$ cat config.mk
export PLATFORM = sky130hd
export DESIGN_NAME = fdc_host_sequencer
export DESIGN_NICKNAME = d
export VERILOG_FILES = /design/src/rtl/fdc_pkg.sv /design/src/rtl/fdc_timeout.sv /design/src/rtl/fdc_host_sequencer.sv
export SDC_FILE = /design/constraint.sdc
export NUM_CORES = 1
export LEC_CHECK = 0
export ABC_AREA = 0
export CAP_MARGIN = 20
export CORE_UTILIZATION = 45
export DETAILED_ROUTE_END_ITERATION = 12
export GPL_TIMING_DRIVEN = 0
export HOLD_SLACK_MARGIN = 0.03
export PLACE_DENSITY = 0.8
export SYNTH_ARGS = -nofsm -noshare
export SYNTH_HDL_FRONTEND = slang
export SYNTH_SLANG_ARGS = --single-unit
export TNS_END_PERCENT = 50
$ cat constraint.sdc
create_clock -name clk -period 3.3 [get_ports clk]
set_input_delay 0.66 -clock clk [delete_from_list [all_inputs] [get_ports clk]]
set_output_delay 0.66 -clock clk [all_outputs]
set_load 0.03 [all_outputs]
$ cat src/rtl/fdc_pkg.sv
// Shared FDC status/control word layout, host opcodes and sequencer state encoding.
// Used by nec765, the host bridge and fdc_host_sequencer so all three agree on the bit positions.
package fdc_pkg;

   // fdc_sr: request word from the FDC core
   localparam int SR_READ_LSB   = 24;
   localparam int SR_WRITE_LSB  = 26;
   localparam int SR_READID_LSB = 28;
   localparam int SR_SEEK_LSB   = 30;
   localparam int SR_ACK        = 23;
   localparam int SR_ADDR_W     = 16;

   // fdc_cr: completion word back to the FDC core
   localparam int CR_SECTID_LSB   = 24;
   localparam int CR_HEAD_LSB     = 8;
   localparam int CR_DISKIN_LSB   = 5;
   localparam int CR_DONE         = 4;
   localparam int CR_ERROR        = 3;
   localparam int CR_WPERR        = 2;
   localparam int CR_SEEKDONE_LSB = 0;

   typedef enum logic [1:0] {
      OP_SEEK   = 2'd0,
      OP_READID = 2'd1,
      OP_READ   = 2'd2,
      OP_WRITE  = 2'd3
   } host_op_e;

   typedef enum logic [1:0] {
      ST_IDLE,
      ST_ISSUE,
      ST_WAIT_RSP,
      ST_DONE_HOLD
   } seq_state_e;

   typedef struct packed {
      host_op_e          op;
      logic              drive;
      logic [SR_ADDR_W-1:0] addr;
   } host_cmd_t;

   // Position in fdc_sr of the request bit for a given op and drive.
   function automatic logic [4:0] sr_req_bit(input host_op_e op, input logic drive);
      logic [4:0] base;
      case (op)
         OP_SEEK:   base = 5'(SR_SEEK_LSB);
         OP_READID: base = 5'(SR_READID_LSB);
         OP_WRITE:  base = 5'(SR_WRITE_LSB);
         default:   base = 5'(SR_READ_LSB);
      endcase
      return base + {4'd0, drive};
   endfunction

endpackage

$ cat src/rtl/fdc_timeout.sv
// Loadable down-counter: load starts a run, expire pulses for one cycle when it reaches zero, then idles.
// A load-to-expire run lasts load_val+1 cycles; clear returns it to idle without expiring.
module fdc_timeout #(
   parameter int unsigned W = 24
) (
   input  logic         clk,
   input  logic         rst_n,
   input  logic         load,
   input  logic [W-1:0] load_val,
   input  logic         clear,
   output logic         expire
);

   logic         active_q;
   logic [W-1:0] cnt_q;

   assign expire = active_q && (cnt_q == '0);

   always_ff @(posedge clk) begin
      if (!rst_n) begin
         active_q <= 1'b0;
         cnt_q    <= '0;
      end else if (load) begin
         active_q <= 1'b1;
         cnt_q    <= load_val;
      end else if (clear || expire) begin
         active_q <= 1'b0;
         cnt_q    <= '0;
      end else if (active_q) begin
         cnt_q <= cnt_q - 1'b1;
      end
   end

endmodule

$ cat src/rtl/fdc_host_sequencer.sv
// Turns FDC request bits into one host command at a time (valid/ready), waits for response or timeout, reports on fdc_cr.
// Request -> host_cmd_valid 1 cycle; host_rsp_valid -> fdc_cr done 1 cycle; valid holds until ready, withdrawn if request drops.
module fdc_host_sequencer
   import fdc_pkg::*;
#(
   parameter int unsigned TIMEOUT_CYCLES = 24'd8000000,
   parameter int unsigned TO_W           = 24
) (
   input  logic        clk,
   input  logic        rst_n,
   input  logic [31:0] fdc_sr,
   output logic [31:0] fdc_cr,
   input  logic [1:0]  disk_in,
   output logic        host_cmd_valid,
   input  logic        host_cmd_ready,
   output logic [1:0]  host_cmd_op,
   output logic        host_cmd_drive,
   output logic [15:0] host_cmd_addr,
   input  logic        host_rsp_valid,
   input  logic        host_rsp_error,
   input  logic        host_rsp_wperr,
   input  logic [7:0]  host_rsp_sectid,
   input  logic [7:0]  host_rsp_head,
   output logic [7:0]  timeout_cnt
);

   localparam logic [TO_W-1:0] TO_LOAD = TO_W'(TIMEOUT_CYCLES - 1);

   seq_state_e state_q, state_d;
   host_cmd_t  cmd_q;
   logic       last_drive_q;
   logic       rsp_err_q;
   logic       rsp_wperr_q;
   logic [7:0] sectid_q;
   logic [7:0] head_q;
   logic [7:0] timeout_cnt_q;

   logic [7:0] req;
   logic       pending;
   host_op_e   sel_op;
   logic [1:0] sel_pair;
   logic       sel_drive;
   logic       latched_req;
   logic       do_latch;
   logic       do_accept;
   logic       do_rsp;
   logic       do_timeout;
   logic       to_expire;
   logic       unused_sr;

   assign req       = fdc_sr[SR_SEEK_LSB+1:SR_READ_LSB];
   assign pending   = !fdc_sr[SR_ACK] && (req != 8'd0);
   assign unused_sr = ^fdc_sr[SR_ACK-1:SR_ADDR_W];

   // Fixed op priority, then round-robin between drives only when both ask for the winning op.
   always_comb begin
      sel_op   = OP_READ;
      sel_pair = req[1:0];
      if (req[7:6] != 2'b00) begin
         sel_op   = OP_SEEK;
         sel_pair = req[7:6];
      end else if (req[5:4] != 2'b00) begin
         sel_op   = OP_READID;
         sel_pair = req[5:4];
      end else if (req[3:2] != 2'b00) begin
         sel_op   = OP_WRITE;
         sel_pair = req[3:2];
      end
      case (sel_pair)
         2'b01:   sel_drive = 1'b0;
         2'b10:   sel_drive = 1'b1;
         default: sel_drive = !last_drive_q;
      endcase
   end

   assign latched_req = fdc_sr[sr_req_bit(cmd_q.op, cmd_q.drive)];

   always_comb begin
      state_d    = state_q;
      do_latch   = 1'b0;
      do_accept  = 1'b0;
      do_rsp     = 1'b0;
      do_timeout = 1'b0;
      case (state_q)
         ST_IDLE: begin
            if (pending) begin
               do_latch = 1'b1;
               state_d  = ST_ISSUE;
            end
         end
         ST_ISSUE: begin
            // A handshake already completed takes precedence over a same-cycle withdrawal.
            if (host_cmd_ready) begin
               do_accept = 1'b1;
               state_d   = ST_WAIT_RSP;
            end else if (!latched_req) begin
               state_d = ST_IDLE;
            end
         end
         ST_WAIT_RSP: begin
            if (host_rsp_valid) begin
               do_rsp  = 1'b1;
               state_d = ST_DONE_HOLD;
            end else if (to_expire) begin
               do_timeout = 1'b1;
               state_d    = ST_DONE_HOLD;
            end
         end
         ST_DONE_HOLD: begin
            if (!latched_req) begin
               state_d = ST_IDLE;
            end
         end
         default: state_d = ST_IDLE;
      endcase
   end

   always_ff @(posedge clk) begin
      if (!rst_n) begin
         state_q <= ST_IDLE;
      end else begin
         state_q <= state_d;
      end
   end

   always_ff @(posedge clk) begin
      if (!rst_n) begin
         cmd_q         <= '0;
         last_drive_q  <= 1'b0;
         rsp_err_q     <= 1'b0;
         rsp_wperr_q   <= 1'b0;
         sectid_q      <= 8'd0;
         head_q        <= 8'd0;
         timeout_cnt_q <= 8'd0;
      end else begin
         if (do_latch) begin
            cmd_q.op     <= sel_op;
            cmd_q.drive  <= sel_drive;
            cmd_q.addr   <= fdc_sr[SR_ADDR_W-1:0];
            last_drive_q <= sel_drive;
         end
         // Seeks report no sector, so they leave the sectid/head fields untouched.
         if (do_rsp) begin
            rsp_err_q   <= host_rsp_error;
            rsp_wperr_q <= host_rsp_wperr;
            if (cmd_q.op != OP_SEEK) begin
               sectid_q <= host_rsp_sectid;
               head_q   <= host_rsp_head;
            end
         end
         if (do_timeout) begin
            rsp_err_q   <= 1'b1;
            rsp_wperr_q <= 1'b0;
            if (cmd_q.op != OP_SEEK) begin
               sectid_q <= 8'd0;
               head_q   <= 8'd0;
            end
            if (timeout_cnt_q != 8'hFF) begin
               timeout_cnt_q <= timeout_cnt_q + 8'd1;
            end
         end
      end
   end

   fdc_timeout #(
      .W(TO_W)
   ) u_timeout (
      .clk      (clk),
      .rst_n    (rst_n),
      .load     (do_accept),
      .load_val (TO_LOAD),
      .clear    (do_rsp),
      .expire   (to_expire)
   );

   always_comb begin
      fdc_cr = 32'd0;
      fdc_cr[CR_SECTID_LSB +: 8] = sectid_q;
      fdc_cr[CR_HEAD_LSB +: 8]   = head_q;
      fdc_cr[CR_DISKIN_LSB +: 2] = disk_in;
      if (state_q == ST_DONE_HOLD) begin
         fdc_cr[CR_ERROR] = rsp_err_q;
         if (cmd_q.op == OP_SEEK) begin
            fdc_cr[CR_SEEKDONE_LSB +: 2] = cmd_q.drive ? 2'b10 : 2'b01;
         end else begin
            fdc_cr[CR_DONE]  = 1'b1;
            fdc_cr[CR_WPERR] = rsp_wperr_q;
         end
      end
   end

   assign host_cmd_valid = (state_q == ST_ISSUE);
   assign host_cmd_op    = cmd_q.op;
   assign host_cmd_drive = cmd_q.drive;
   assign host_cmd_addr  = cmd_q.addr;
   assign timeout_cnt    = timeout_cnt_q;

endmodule

== After elaboration in Yosys (flattened, before gate mapping) ==
Cells that the tools add are included.
Widths: inputs -> output; s select.
Word-level totals
  flip-flop bits (word level): 72
  bits of input ports: 56
  output and inout bits: 60
  word-level logic and storage cells: 92
Operators by class
  add/subtract/negate cells: 3
  magnitude comparators: 1
  equal/unequal tests: 10
  muxes and demuxes: 45
  bitwise operators: 1
  reduce and logical (&&, ||, !) cells: 20
Operators by type and width (number)
  $mux 23: 3
  $mux 8: 8
  $logic_not 24->1: 1
  $mux 2: 12
  $sub 24x1->24 const B: 1
  $mux 1: 17
  $reduce_bool 2->1: 6
  $pmux 3 s3: 1
  $add 8x1->8 const B: 1
  $eq 2x2->1 const B: 4
  $ne 8x8->1 const B: 1
  $pmux 2 s4: 1
  $reduce_bool 8->1: 1
  $eq 2x1->1 const B: 3
  $lt 5x6->1 const B: 1
  $add 5x1->5: 1
  $bmux 1 s5: 1
  $mux 5: 1
  $logic_not 2->1: 2
  $reduce_and 2->1: 2
  $ne 3x2->1 const B: 1
  $reduce_bool 3->1: 1
  $reduce_or 3->1: 1
  $logic_and 1x1->1: 2
  other kinds (6): 7

== Logic depth before layout (Yosys ltp) ==
  word-level depth: 8
  gate-level depth with buffers: 8
  depth with buffers taken out: 7

== Cells and area by module ==
From an unflattened synthesis, not the netlist that was laid out.
Second synthesis, totals
  cells, all modules: 477
  area total of the unflattened synthesis: 3876.2 µm²
Modules (own cells, without submodules)
  fdc_host_sequencer: instances 1, cells an instance 269, area an instance 2199.6 µm²
  fdc_timeout: instances 1, cells an instance 208, area an instance 1676.6 µm²

== Worst setup path after synthesis ==
No wires, ideal clock.
  path type: register -> register
  start point: reg u_timeout.cnt_q[8]
  end point: reg timeout_cnt_q[4], in the netlist timeout_cnt[4]
  setup time: 0.070 ns
  arrival time: 2.467 ns
  required time: 3.230 ns
  path slack: 0.763 ns
  cell stages (with the launch flop): 7
  buffers on the path: 1
  path through: dfxtp_1 or4_1 or3_1 buf_2 or4_4 or4_1 a21oi_1
Between the ends
  word-level cells in the longest chain between the ends: 6
Ends and longest elaborated chain
  from (decl): line fdc_timeout.sv:15  | logic [W-1:0] cnt_q;
  from (signal assigned): line fdc_timeout.sv:25  | cnt_q <= load_val;
  from (signal assigned): line fdc_timeout.sv:30  | cnt_q <= cnt_q - 1'b1;
  $logic_not 24->1: line fdc_timeout.sv:17  | assign expire = active_q && (cnt_q == '0);
  $logic_and 1x1->1: line fdc_timeout.sv:17
  $mux 1: line fdc_host_sequencer.sv:104  | end else if (to_expire) begin
  $mux 1: line fdc_host_sequencer.sv:101  | if (host_rsp_valid) begin
  $mux 1: line fdc_host_sequencer.sv:84  | case (state_q)
  $reduce_and 2->1 (no line)
  to (signal assigned): line fdc_host_sequencer.sv:159  | timeout_cnt_q <= timeout_cnt_q + 8'd1;
  to (decl): line fdc_host_sequencer.sv:36  | logic [7:0] timeout_cnt_q;
No other way between the ends.
A chain may end at the register's enable or synchronous reset.

== Final worst setup path ==
  start point: reg u_timeout.cnt_q[8]
  end point: reg timeout_cnt_q[1], in the netlist timeout_cnt[1]
The elaborated chain is that of the path after synthesis.

==> results.cfg <==
[place]
post-dp-hpwl_microns = 5890
io_buffers = 97
dp.cells = 620
gp_congestion = 0.825
pre_cts_slack_ns = 0.333
dpl_cell_area_sq_um = 4470

[synthesis]
synth.distinct_cells = 43
ys_seq_area_share_pct = 43.1
avgSynthCellArea_sq_um = 8.04
synthArstFlopShare_pct = 0
synth_area_leaders = dfxtp_1 43%, nand2_1 9.9%, a21oi_1 8.1%, xnor2_1 3.9%, nor2_1 3.6%
yosysTopAreaCell = dfxtp_1
synth_top_area_share_pct = 43.1
ys.flop_type = dfxtp_1
yosysWarnings = 0
synth_seq_cells = 72
synthCells = 416
synth_edf_count = 0
synth.cell_area_sq_um = 3340

[sta]
tightest_slew_ns = 0.984
setup_viol = 0
whs_ns = 0.456
fin_tns_setup_ns = 0
maxSlewViolCount = 0
fin_ws_ns = 0.523
finalHoldViolCount = 0
fmax_mhz = 360
fin_crit_sh_pct = 84.1
rsz0062_at_grt = false
fin_worst_skew_ns = 0.0131
fin_crit_ns = 2.78
relSlewSlack_pct = 33.8

[route]
antenna_left = 0
first_pass_iters = 4
avgViaCountPerCell = 5.10
post-route-drc-count = 0
via_count = 3239
finalWirelength_microns = 7880
drtIter0Drc = 119
routedWlPerCell_microns = 12.4

[cells_and_area]
multi_input_area_sq_um = 1750
layout.cells.non_filler = 635
nets = 595
final_util_pct = 64.5
antennaDiodeCount = 0
fillers = 634
drive_above_1_share_pct = 6.90
register_area_sq_um = 1440
syn_to_final_growth_pct = 39.2
design_area_sq_um = 4650

[die]
design.die.area_sq_um = 7780
initial_core_util_pct = 46.3
dieHeight_microns = 88.2
die_w_microns = 88.2
core_area_sq_um = 7210
io-pin-count = 116
row_count = 31

[critical_path]
r2r_cells = 6
critPathRequiredTime_ns = 3.56
critPathMaxFanout = 6
worst_setup_path_end_kind = register
worstSetupPathType = register to register
r2r-end = timeout_cnt[1]
reg2reg_slack_ns = 0.52
cp-start-kind = register
arrival_ns = 3.04
r2r-start = u_timeout.cnt_q[8]

[outcome]
outcome = completed

[clock_tree]
clk_latency_ns = 0.35
post_cts_buffers = 0
cts_hold_buf = 0
clkTransAtPathRegs_ns = 0.08
cts_root_buf = clkbuf_8
tritoncts = built
cts_resized = 0
htree_levels = 3
cts_buffer_depth = 2
clock-sinks = 72
numCtsBuffers = 9

[global_route]
grt_pass1_wl_microns = 12600
antenna_found_initial = 0
grt_use_total_pct = 20.9
grt_pass1_vias = 2944
grt_max_degree = 13
grt.overflow.total = 0

[power]
power_density_nw_per_um2 = 496
clkPwrFrac_pct = 28.7
p_sw_share_pct = 32.1
vdd_ir_drop_max_uv = 333
power_mw = 2.31
p_int_mw = 1.57
p_comb_share_pct = 27.1
power.share.sequential_pct = 44.2
leakage_nw = 1.77
switching_power_uw = 742

[worst_hold_path]
worstHoldEndpoint = sectid_q[4]
hold_path_depth = 2
min_path_type = register to register
hp-start = sectid_q[4]

[run]
timing.max_cap.violations = 0
-- registers in the layout, summed over array words and instances, names as in the netlist, 2 cells and up --
register,count
timeout_cnt,8
state_q,2
host_cmd_addr,16
head_q,8
host_cmd_op,2
sectid_q,8
u_timeout.cnt_q,24
-- layout make-up --
class,instances,area share (%)
clock inverter,6,1.32
multi-input combinational,314,37.5
sequential,72,31.0
tap,99,2.66
timing repair buffer,97,20.9
inverter,8,0.645
clock buffer,9,2.66
buffer,30,3.36
-- placed cells by master (no fill, tap or decap), types with 9 or more instances in the layout --
| master | count |
|---|---|
| a21oi_1 | 54 |
| clkdlybuf4s50_1 | 97 |
| clkbuf_1 | 16 |
| clkbuf_8 | 9 |
| conb_1 | 9 |
| buf_4 | 11 |
| nor4_1 | 11 |
| nand2_1 | 88 |
| nor3_1 | 15 |
| xnor2_1 | 15 |
| dfxtp_1 | 72 |
| nor2_1 | 32 |
-- critical path, stage by stage (launching register included) --
cell and delay [ns]:
dfxtp_1 0.36, or4_1 0.55, or3_1 0.31, buf_2 0.16
nor4_1 0.85, nand2_1 0.24, mux2i_1 0.23
-- power groups by stage --
stage / registers, mW / clock network [mW] / logic [mW]
after floorplan: 1.07 / 0 / 0.385
after global placement: 1.03 / 0 / 0.607
after detailed placement: 1.04 / 0 / 0.621
after CTS: 1.02 / 0.682 / 0.625
after global routing: 1.03 / 0.717 / 0.695
final: 1.02 / 0.663 / 0.625
-- synth_stat cells (all sizes together), types with 4 or more instances --
cell type and instances:
dfxtp 72, nand2 88, or4 7, a21oi 54
nand3 7, xor2 7, inv 7, nor4 11
clkbuf 16, ha 7, nand2b 6, o21ai 9
buf 14, nor3 15, xnor2 15, or3 8
and2 4, nor2 32, mux2i 8
-- metal layers --
metal	up-vias	GRT usage, %	routed length (microns)
met5	-	0	0
met4	0	9.24	132
met3	9	6.03	476
met2	81	35.8	3920
met1	1514	24.1	3360
li1	1635	-	-
-- logic make-up (layout without fill, tap and decap cells) --
logic type / after synthesis / after routing / synth area share (%)
other: 1 / 9 / 0.112
buffers and inverters: 38 / 150 / 5.58
muxes: 10 / 10 / 3.74
DFF: 72 / 72 / 43.1
and+or+nand+nor: 194 / 194 / 27.4
xor gates and xnor gates: 22 / 22 / 5.76
AOI/OAI and AO/OA: 72 / 72 / 11.6
adders and majority gates: 7 / 7 / 2.62
-- how the worst max path moves through the flow --
stage                             from                 to  slack [ns]
floorplan           u_timeout.cnt_q[8]     timeout_cnt[4]        0.76
global placement            fdc_sr[26]  host_cmd_addr[12]        0.45
detailed placement          fdc_sr[26]  host_cmd_addr[12]        0.33
CTS                 u_timeout.cnt_q[8]     timeout_cnt[1]        0.54
global route        u_timeout.cnt_q[8]     timeout_cnt[1]        0.29
finish              u_timeout.cnt_q[8]     timeout_cnt[1]        0.52
(Power assumes the default switching activity.)
